**config.mk**
```make
export PLATFORM = sky130hd
export DESIGN_NAME = sobel_pipe_flat
export DESIGN_NICKNAME = d
export VERILOG_FILES = /design/src/rtl/sobel_pipe_if.sv /design/src/rtl/sobel_pipe.sv /design/src/flat_wrapper.sv
export SDC_FILE = /design/constraint.sdc
export NUM_CORES = 1
export LEC_CHECK = 0
export CAP_MARGIN = 20
export CELL_PAD_IN_SITES_DETAIL_PLACEMENT = 0
export CELL_PAD_IN_SITES_GLOBAL_PLACEMENT = 1
export CORE_ASPECT_RATIO = 0.75
export CORE_UTILIZATION = 44
export DETAILED_ROUTE_END_ITERATION = 10
export GPL_TIMING_DRIVEN = 0
export PLACE_DENSITY_LB_ADDON = 0.25
export SLEW_MARGIN = 10
export SYNTH_ARGS = -nofsm -noshare
export SYNTH_HDL_FRONTEND = slang
export SYNTH_SLANG_ARGS = --single-unit
```
**constraint.sdc**
```tcl
create_clock -name clk -period 6.7 [get_ports clk]
set_input_delay 1.34 -clock clk [delete_from_list [all_inputs] [get_ports clk]]
set_output_delay 1.34 -clock clk [all_outputs]
set_load 0.005 [all_outputs]
```
**src/rtl/sobel_pipe_if.sv**
```systemverilog
// Streaming interface for sobel_pipe.
//   in_valid/in_ready      : input handshake for comp_matrix + threshold
//   comp_matrix            : 3x3 unsigned window, index [row][col]
//   threshold              : unsigned edge threshold, travels with its pixel
//   out_valid/out_ready    : output handshake for out_mag + output_pixel
//   edge_cnt, cnt_clr      : saturating count of delivered edge pixels, sync clear
//   busy                   : any pipeline stage holds valid data
// modport slave is the block side; modport master is the driver/consumer side.
interface sobel_pipe_if #(
  parameter int unsigned PIX_W = 8,
  parameter int unsigned CNT_W = 16
);
  logic                       in_valid;
  logic                       in_ready;
  logic [2:0][2:0][PIX_W-1:0] comp_matrix;
  logic [PIX_W+2:0]           threshold;
  logic                       out_valid;
  logic                       out_ready;
  logic                       output_pixel;
  logic [PIX_W+2:0]           out_mag;
  logic [CNT_W-1:0]           edge_cnt;
  logic                       cnt_clr;
  logic                       busy;

  modport master (
    output in_valid, comp_matrix, threshold, out_ready, cnt_clr,
    input  in_ready, out_valid, output_pixel, out_mag, edge_cnt, busy
  );

  modport slave (
    input  in_valid, comp_matrix, threshold, out_ready, cnt_clr,
    output in_ready, out_valid, output_pixel, out_mag, edge_cnt, busy
  );
endinterface

```
**src/rtl/sobel_pipe.sv**
```systemverilog
// Three-stage Sobel edge detector with a global stall.
//   clk   : rising-edge clock
//   n_rst : synchronous active-low reset
//   bus   : sobel_pipe_if slave (input window/threshold handshake, result handshake,
//           edge counter with clear, busy)
// S1 registers Gx/Gy, S2 registers |Gx|+|Gy|, S3 registers the result and edge flag.
// The threshold sampled with a window rides along to S2 where the compare happens.
module sobel_pipe #(
  parameter int unsigned PIX_W = 8,
  parameter int unsigned CNT_W = 16
) (
  input logic        clk,
  input logic        n_rst,
  sobel_pipe_if.slave bus
);
  localparam int unsigned W = PIX_W + 3;

  // Zero-extend a pixel into the signed gradient width.
  function automatic logic signed [W-1:0] ext1(input logic [PIX_W-1:0] p);
    return $signed({3'b000, p});
  endfunction

  // Twice a pixel, zero-extended into the signed gradient width.
  function automatic logic signed [W-1:0] ext2(input logic [PIX_W-1:0] p);
    return $signed({2'b00, p, 1'b0});
  endfunction

  logic                w_advance;
  logic                w_accept;
  logic                w_xfer;
  logic signed [W-1:0] w_gx;
  logic signed [W-1:0] w_gy;
  logic [W-1:0]        w_abs_gx;
  logic [W-1:0]        w_abs_gy;
  logic [W-1:0]        w_mag;

  logic                r_s1_valid;
  logic signed [W-1:0] r_gx;
  logic signed [W-1:0] r_gy;
  logic [W-1:0]        r_s1_thr;
  logic                r_s2_valid;
  logic [W-1:0]        r_s2_mag;
  logic [W-1:0]        r_s2_thr;
  logic                r_out_valid;
  logic [W-1:0]        r_out_mag;
  logic                r_out_pixel;
  logic [CNT_W-1:0]    r_edge_cnt;

  // Whole pipe moves together; only a held result at the output can stall it.
  assign w_advance = !r_out_valid || bus.out_ready;
  assign w_accept  = bus.in_valid && w_advance;
  assign w_xfer    = r_out_valid && bus.out_ready;

  always_comb begin
    w_gx = (ext1(bus.comp_matrix[0][2]) + ext2(bus.comp_matrix[1][2]) +
            ext1(bus.comp_matrix[2][2])) -
           (ext1(bus.comp_matrix[0][0]) + ext2(bus.comp_matrix[1][0]) +
            ext1(bus.comp_matrix[2][0]));
    w_gy = (ext1(bus.comp_matrix[2][0]) + ext2(bus.comp_matrix[2][1]) +
            ext1(bus.comp_matrix[2][2])) -
           (ext1(bus.comp_matrix[0][0]) + ext2(bus.comp_matrix[0][1]) +
            ext1(bus.comp_matrix[0][2]));
  end

  // |G| never exceeds 4*(2^PIX_W-1), so the negation cannot overflow.
  assign w_abs_gx = r_gx[W-1] ? -r_gx : r_gx;
  assign w_abs_gy = r_gy[W-1] ? -r_gy : r_gy;
  assign w_mag    = w_abs_gx + w_abs_gy;

  always_ff @(posedge clk) begin
    if (!n_rst) begin
      r_s1_valid  <= 1'b0;
      r_gx        <= '0;
      r_gy        <= '0;
      r_s1_thr    <= '0;
      r_s2_valid  <= 1'b0;
      r_s2_mag    <= '0;
      r_s2_thr    <= '0;
      r_out_valid <= 1'b0;
      r_out_mag   <= '0;
      r_out_pixel <= 1'b0;
    end else if (w_advance) begin
      // No input accepted means a bubble enters S1.
      r_s1_valid  <= w_accept;
      r_gx        <= w_gx;
      r_gy        <= w_gy;
      r_s1_thr    <= bus.threshold;
      r_s2_valid  <= r_s1_valid;
      r_s2_mag    <= w_mag;
      r_s2_thr    <= r_s1_thr;
      r_out_valid <= r_s2_valid;
      r_out_mag   <= r_s2_mag;
      r_out_pixel <= r_s2_mag > r_s2_thr;
    end
  end

  // Clear has priority over a same-cycle edge transfer; count saturates.
  always_ff @(posedge clk) begin
    if (!n_rst || bus.cnt_clr) begin
      r_edge_cnt <= '0;
    end else if (w_xfer && r_out_pixel && (r_edge_cnt != '1)) begin
      r_edge_cnt <= r_edge_cnt + CNT_W'(1);
    end
  end

  assign bus.in_ready     = w_advance;
  assign bus.out_valid    = r_out_valid;
  assign bus.out_mag      = r_out_mag;
  assign bus.output_pixel = r_out_pixel;
  assign bus.edge_cnt     = r_edge_cnt;
  assign bus.busy         = r_s1_valid || r_s2_valid || r_out_valid;
endmodule

```
**src/flat_wrapper.sv**
```systemverilog
// flat-port wrapper written by rule: the top's interface ports become plain ports
module sobel_pipe_flat 
#(
  parameter int unsigned PIX_W = 8,
  parameter int unsigned CNT_W = 16
)
  (clk, n_rst, bus_in_valid, bus_comp_matrix, bus_threshold, bus_out_ready, bus_cnt_clr, bus_in_ready, bus_out_valid, bus_output_pixel, bus_out_mag, bus_edge_cnt, bus_busy);
  sobel_pipe_if #(.PIX_W(PIX_W), .CNT_W(CNT_W)) bus_i ();
  input logic clk;
  input logic n_rst;
  input wire logic [$bits(bus_i.in_valid)-1:0] bus_in_valid;
  input wire logic [$bits(bus_i.comp_matrix)-1:0] bus_comp_matrix;
  input wire logic [$bits(bus_i.threshold)-1:0] bus_threshold;
  input wire logic [$bits(bus_i.out_ready)-1:0] bus_out_ready;
  input wire logic [$bits(bus_i.cnt_clr)-1:0] bus_cnt_clr;
  output wire logic [$bits(bus_i.in_ready)-1:0] bus_in_ready;
  output wire logic [$bits(bus_i.out_valid)-1:0] bus_out_valid;
  output wire logic [$bits(bus_i.output_pixel)-1:0] bus_output_pixel;
  output wire logic [$bits(bus_i.out_mag)-1:0] bus_out_mag;
  output wire logic [$bits(bus_i.edge_cnt)-1:0] bus_edge_cnt;
  output wire logic [$bits(bus_i.busy)-1:0] bus_busy;
  assign bus_i.in_valid = bus_in_valid;
  assign bus_i.comp_matrix = bus_comp_matrix;
  assign bus_i.threshold = bus_threshold;
  assign bus_i.out_ready = bus_out_ready;
  assign bus_i.cnt_clr = bus_cnt_clr;
  assign bus_in_ready = bus_i.in_ready;
  assign bus_out_valid = bus_i.out_valid;
  assign bus_output_pixel = bus_i.output_pixel;
  assign bus_out_mag = bus_i.out_mag;
  assign bus_edge_cnt = bus_i.edge_cnt;
  assign bus_busy = bus_i.busy;
  sobel_pipe #(.PIX_W(PIX_W), .CNT_W(CNT_W)) u_core (.clk(clk), .n_rst(n_rst), .bus(bus_i));
endmodule
```
# ---- After elaboration in Yosys (flattened, before gate mapping)
# Index checks and enable logic that the tools add are counted.
dict set report word_totals {
  regBits 86
  in_bits 88
  out_inout_bits 31
  word_cells 39
}
dict set report op_classes {
  n_addsub 14
  magnitude_cmp 1
  n_eq_ne 1
  n_mux 2
  n_reduce_logical 10
}
# cell count
set op_table {}
lappend op_table {{adder 11 x 9 -> 11 bit} 4}
lappend op_table {{adder 8 x 9 -> 10 bit} 4}
lappend op_table {{2-to-1 mux 11 bit} 2}
lappend op_table {{negator 11 bit} 2}
lappend op_table {{subtractor 11 bit} 2}
lappend op_table {{adder 16 x 1 -> 16 bit, second input constant} 1}
lappend op_table {{!= test 16 bit, second input constant} 1}
lappend op_table {{adder 11 bit} 1}
lappend op_table {{> comparator 11 bit} 1}
lappend op_table {{logical AND 1 bit} 4}
lappend op_table {{logical OR 1 bit} 4}
lappend op_table {{logical NOT 1 bit} 2}

# ---- Depth between registers and ports, before layout
dict set report logic_depth {
  word_depth 3
  mapped_depth 18
}

# ---- Least setup slack after synthesis
# Ideal clock, no wire load.
dict set report synth_path {
  path_type {input to register}
  start {in bus_comp_matrix[1]}
  end {reg u_core.r_gx[10]}
  t_arrival_ns 4.852
  required_time_ns 6.577
  slack_ns 1.725
  path_stages 18
  n_path_buf 0
  path_cell_list {ha_1 -> fa_1 -> a21o_1 -> a21oi_1 -> o21bai_1 -> a21oi_1 -> xor2_1 -> fa_1 -> inv_1 -> fa_1 -> inv_1 -> ha_1 -> a21o_1 -> a21o_1 -> a21oi_1 -> o21ai_0 -> xnor2_1 -> o21ai_0}
}
dict set report synth_between {
  elab_chain_len 3
}
# element line
set synth_rtl {}
lappend synth_rtl {{start, declared} flat_wrapper.sv:12} ;# input wire logic [$bits(bus_i.comp_matrix)-1:0] bus_comp_matrix;
lappend synth_rtl {{adder 8 x 9 -> 10 bit} sobel_pipe.sv:57} ;# (ext1(bus.comp_matrix[0][0]) + ext2(bus.comp_matrix[1][0]) +
lappend synth_rtl {{adder 11 x 9 -> 11 bit} sobel_pipe.sv:57}
lappend synth_rtl {{subtractor 11 bit} sobel_pipe.sv:56} ;# ext1(bus.comp_matrix[2][2])) -
lappend synth_rtl {{end signal, assigned} sobel_pipe.sv:85} ;# r_gx <= w_gx;
lappend synth_rtl {{end, declared} sobel_pipe.sv:38} ;# logic signed [W-1:0] r_gx;
# Every way passes these cells.
# A chain may end at the register's enable or synchronous reset.

# ---- Final worst setup path
# Same ends and word-level chain as after synthesis.

==> impl_metrics.json <==
{
  "yosysTopAreaCell": "dfxtp_1",
  "ys_seq_elements": 86,
  "synth_area_um2": 7070,
  "drc": 0,
  "hold_viol": 0,
  "status": "completed",
  "start_util": 0.457,
  "period_needed_ps": 5560,
  "place.gp.congestion": 0.859,
  "yosys_warnings": 0,
  "syn_nets": 1072,
  "synth.most_common_cell": "nand2_1",
  "cts_sinks": 86,
  "fillers": 1473,
  "portBuffers": 110,
  "avgRoutedWirePerCell_um": 13.8,
  "max_slew_margin": 0.602,
  "grt_max_degree": 16,
  "p_leak_uw": 0.00378,
  "via_per_inst": 4.96,
  "final_util": 0.565,
  "die_h_um": 112,
  "critical_path.top_delay_family": "adder cells",
  "dp_hpwl_mm": 13.8,
  "drt_iter0_drc": 265,
  "postCtsSetupRepairBufs": 0,
  "overflow": 0,
  "worstSetupPathType": "in -> reg",
  "synth-edff-count": 0,
  "synthTopCellsByCount": "nand2_1 (142), inv_1 (102), dfxtp_1 (86)",
  "syn_avg_cell_area_um2": 8.16,
  "cts_tree": "built",
  "clockBufferDepth": 2,
  "cts.reportedPaths.clkPinSlew_ps": 60,
  "drive_above_1_share": 0.0192,
  "syn_to_final_growth_pct": 23.7,
  "cts_hold_buf": 0,
  "crit_arrival_ps": 5780,
  "grt_pass1_vias": 5626,
  "wl_mm": 16.5,
  "vias": 5940,
  "endpoint_kind": "flip-flop",
  "grt_pass1_wl_mm": 27.7,
  "cp_slowest_cell": "fa_1",
  "dieArea_um2": 16600,
  "numCtsBuffers": 9,
  "cts-htree-levels": 3,
  "cap_violations": 0,
  "power.density_nw_per_um2": 362,
  "setup_viol": 0,
  "cts_root_buffer": "clkbuf_16",
  "synth_area_leaders": "dfxtp_1 (24%), ha_1 (14%), fa_1 (10%)",
  "antenna_found_initial": 0,
  "cp_cell_sequence": "clkdlybuf4s50_1 -> ha_1 -> fa_1 -> a21o_1 -> a21oi_1 -> o21bai_1 -> a21oi_1 -> xor2_1 -> fa_1 -> inv_1 -> fa_1 -> inv_1 -> ha_1 -> a21o_1 -> a21o_1 -> a21oi_1 -> o21ai_0 -> xnor2_1 -> o21ai_0",
  "r2r_slack_ps": 3550,
  "drv_slew": 0,
  "ys.flop_type": "dfxtp_1",
  "setup_tns_ps": 0,
  "finalCritPeriodShare": 0.830,
  "fmax_mhz": 180,
  "dieWidth_um": 148,
  "tightest_slew_ps": 597,
  "ys_async_sr_fraction": 0,
  "clk-insertion-delay-late_ps": 340,
  "cpPeakStageDelay_ps": 510,
  "path_max_fanout": 6,
  "skew_ps": 8.87,
  "ioPinCount": 119,
  "ys_seq_area_frac": 0.244,
  "fp-row-count": 39,
  "worstPathRequired_ps": 6910,
  "ys_types": 49,
  "start_kind": "input pin",
  "grt.total_usage": 0.210,
  "hold_class": "reg -> reg",
  "synthCells": 866,
  "ctsResizeCount": 0,
  "first_pass_iters": 4,
  "core_um2": 15500,
  "synthDominantCellAreaShare": 0.244,
  "rsz0062_at_grt": "false",
  "worst_ir_drop_vdd_v": 0.000156,
  "antenna_left": 0,
  "diodes": 0,
  "critical_path_buf_inv_count": 3,
  "finalNetCount": 1193
}
-- registers in the layout, summed over array words and instances (netlist names), 11 cells and up --
name,count
u_core.r_s2_mag,11
u_core.r_gy,11
u_core.bus.edge_cnt,16
u_core.r_s1_thr,11
u_core.bus.out_mag,11
u_core.r_gx,11
u_core.r_s2_thr,11
-- per-layer routing --
layer / global-route usage / vias to the layer above / wire, um
li1: - / 3142 / -
met1: 0.336 / 2681 / 9390
met2: 0.286 / 107 / 6170
met3: 0.0439 / 10 / 859
met4: 0.0351 / 0 / 103
met5: 0 / - / 0
-- worst reg2reg max path: stages, from the launching register on --
cell      delay [ps]
dfxtp_1          380
nor4_1           550
or2b_1           290
o21ai_0          200
xnor2_1          100
ha_1             360
a2111o_1         420
o21ai_0          280
o21ai_0          170
xnor2_1          190
a21oi_1           80
-- kinds of logic (layout without fill, tap and decap cells) --
logic type | count (synthesis) | count (layout) | synth area share
xor gates and xnor gates | 76 | 76 | 0.0942
adders and majority gates | 118 | 118 | 0.248
and+or+nand+nor | 268 | 268 | 0.171
DFF | 86 | 86 | 0.244
AOI/OAI and AO/OA | 191 | 191 | 0.174
buffers and inverters | 126 | 252 | 0.0669
muxes | 1 | 1 | 0.00142
-- path summary, 6_finish.rpt --
kind                                             from               endpoint  depth (start not counted)
worst min-delay path            u_core.bus.out_mag[5]  u_core.bus.out_mag[5]                          2
worst min register to register  u_core.bus.out_mag[5]  u_core.bus.out_mag[5]                          2
worst max register to register         u_core.r_gy[2]    u_core.r_s2_mag[10]                         10
worst max-delay path               bus_comp_matrix[1]        u_core.r_gx[10]                         19
-- power by group --
| group | internal (uW) | switching, uW | leakage (uW) |
|---|---|---|---|
| clock network | 312 | 211 | 0.000149 |
| registers | 621 | 99.3 | 0.000709 |
| logic | 908 | 1020 | 0.00292 |
-- through the flow --
stage | total power (uW) | hold slack (ps) | cells | area (um^2) | setup slack [ps]
after detailed placement | 2650 | 458 | 1181 | 8430 | 824
final | 3170 | 462 | 1197 | 8740 | 1140
after global routing | 3510 | 480 | 1197 | 8740 | 881
after CTS | 3190 | 467 | 1197 | 8740 | 1140
after floorplan | 2190 | 441 | 866 | 7070 | 1730
after global placement | 2630 | 453 | 1181 | 8430 | 859
-- cell usage in the layout (no fill, tap or decap), types with 11 or more instances in the layout --
cell type        netlist  routed
clkdlybuf4s50_1        0     110
clkbuf_1              20      20
nand2b_1              11      11
ha_1                  81      81
fa_1                  37      37
o21ai_0               57      57
nand3_1               16      16
nor2_1                45      45
xnor2_1               48      48
a21oi_1               33      33
inv_1                102     102
a21boi_0              41      41
a21o_1                16      16
dfxtp_1               86      86
xor2_1                28      28
nand2_1              142     142
-- layout make-up --
class,instances,area (um^2),area share
clock inverter,5,62.6,0.00716
tap,205,256,0.0293
sequential,86,1720,0.197
buffer,24,90.1,0.0103
multi-input combinational,654,4870,0.558
timing repair buffer,110,1100,0.126
clock buffer,11,253,0.0289
inverter,102,383,0.0438
No activity file was read; power rests on OpenSTA's default activity.
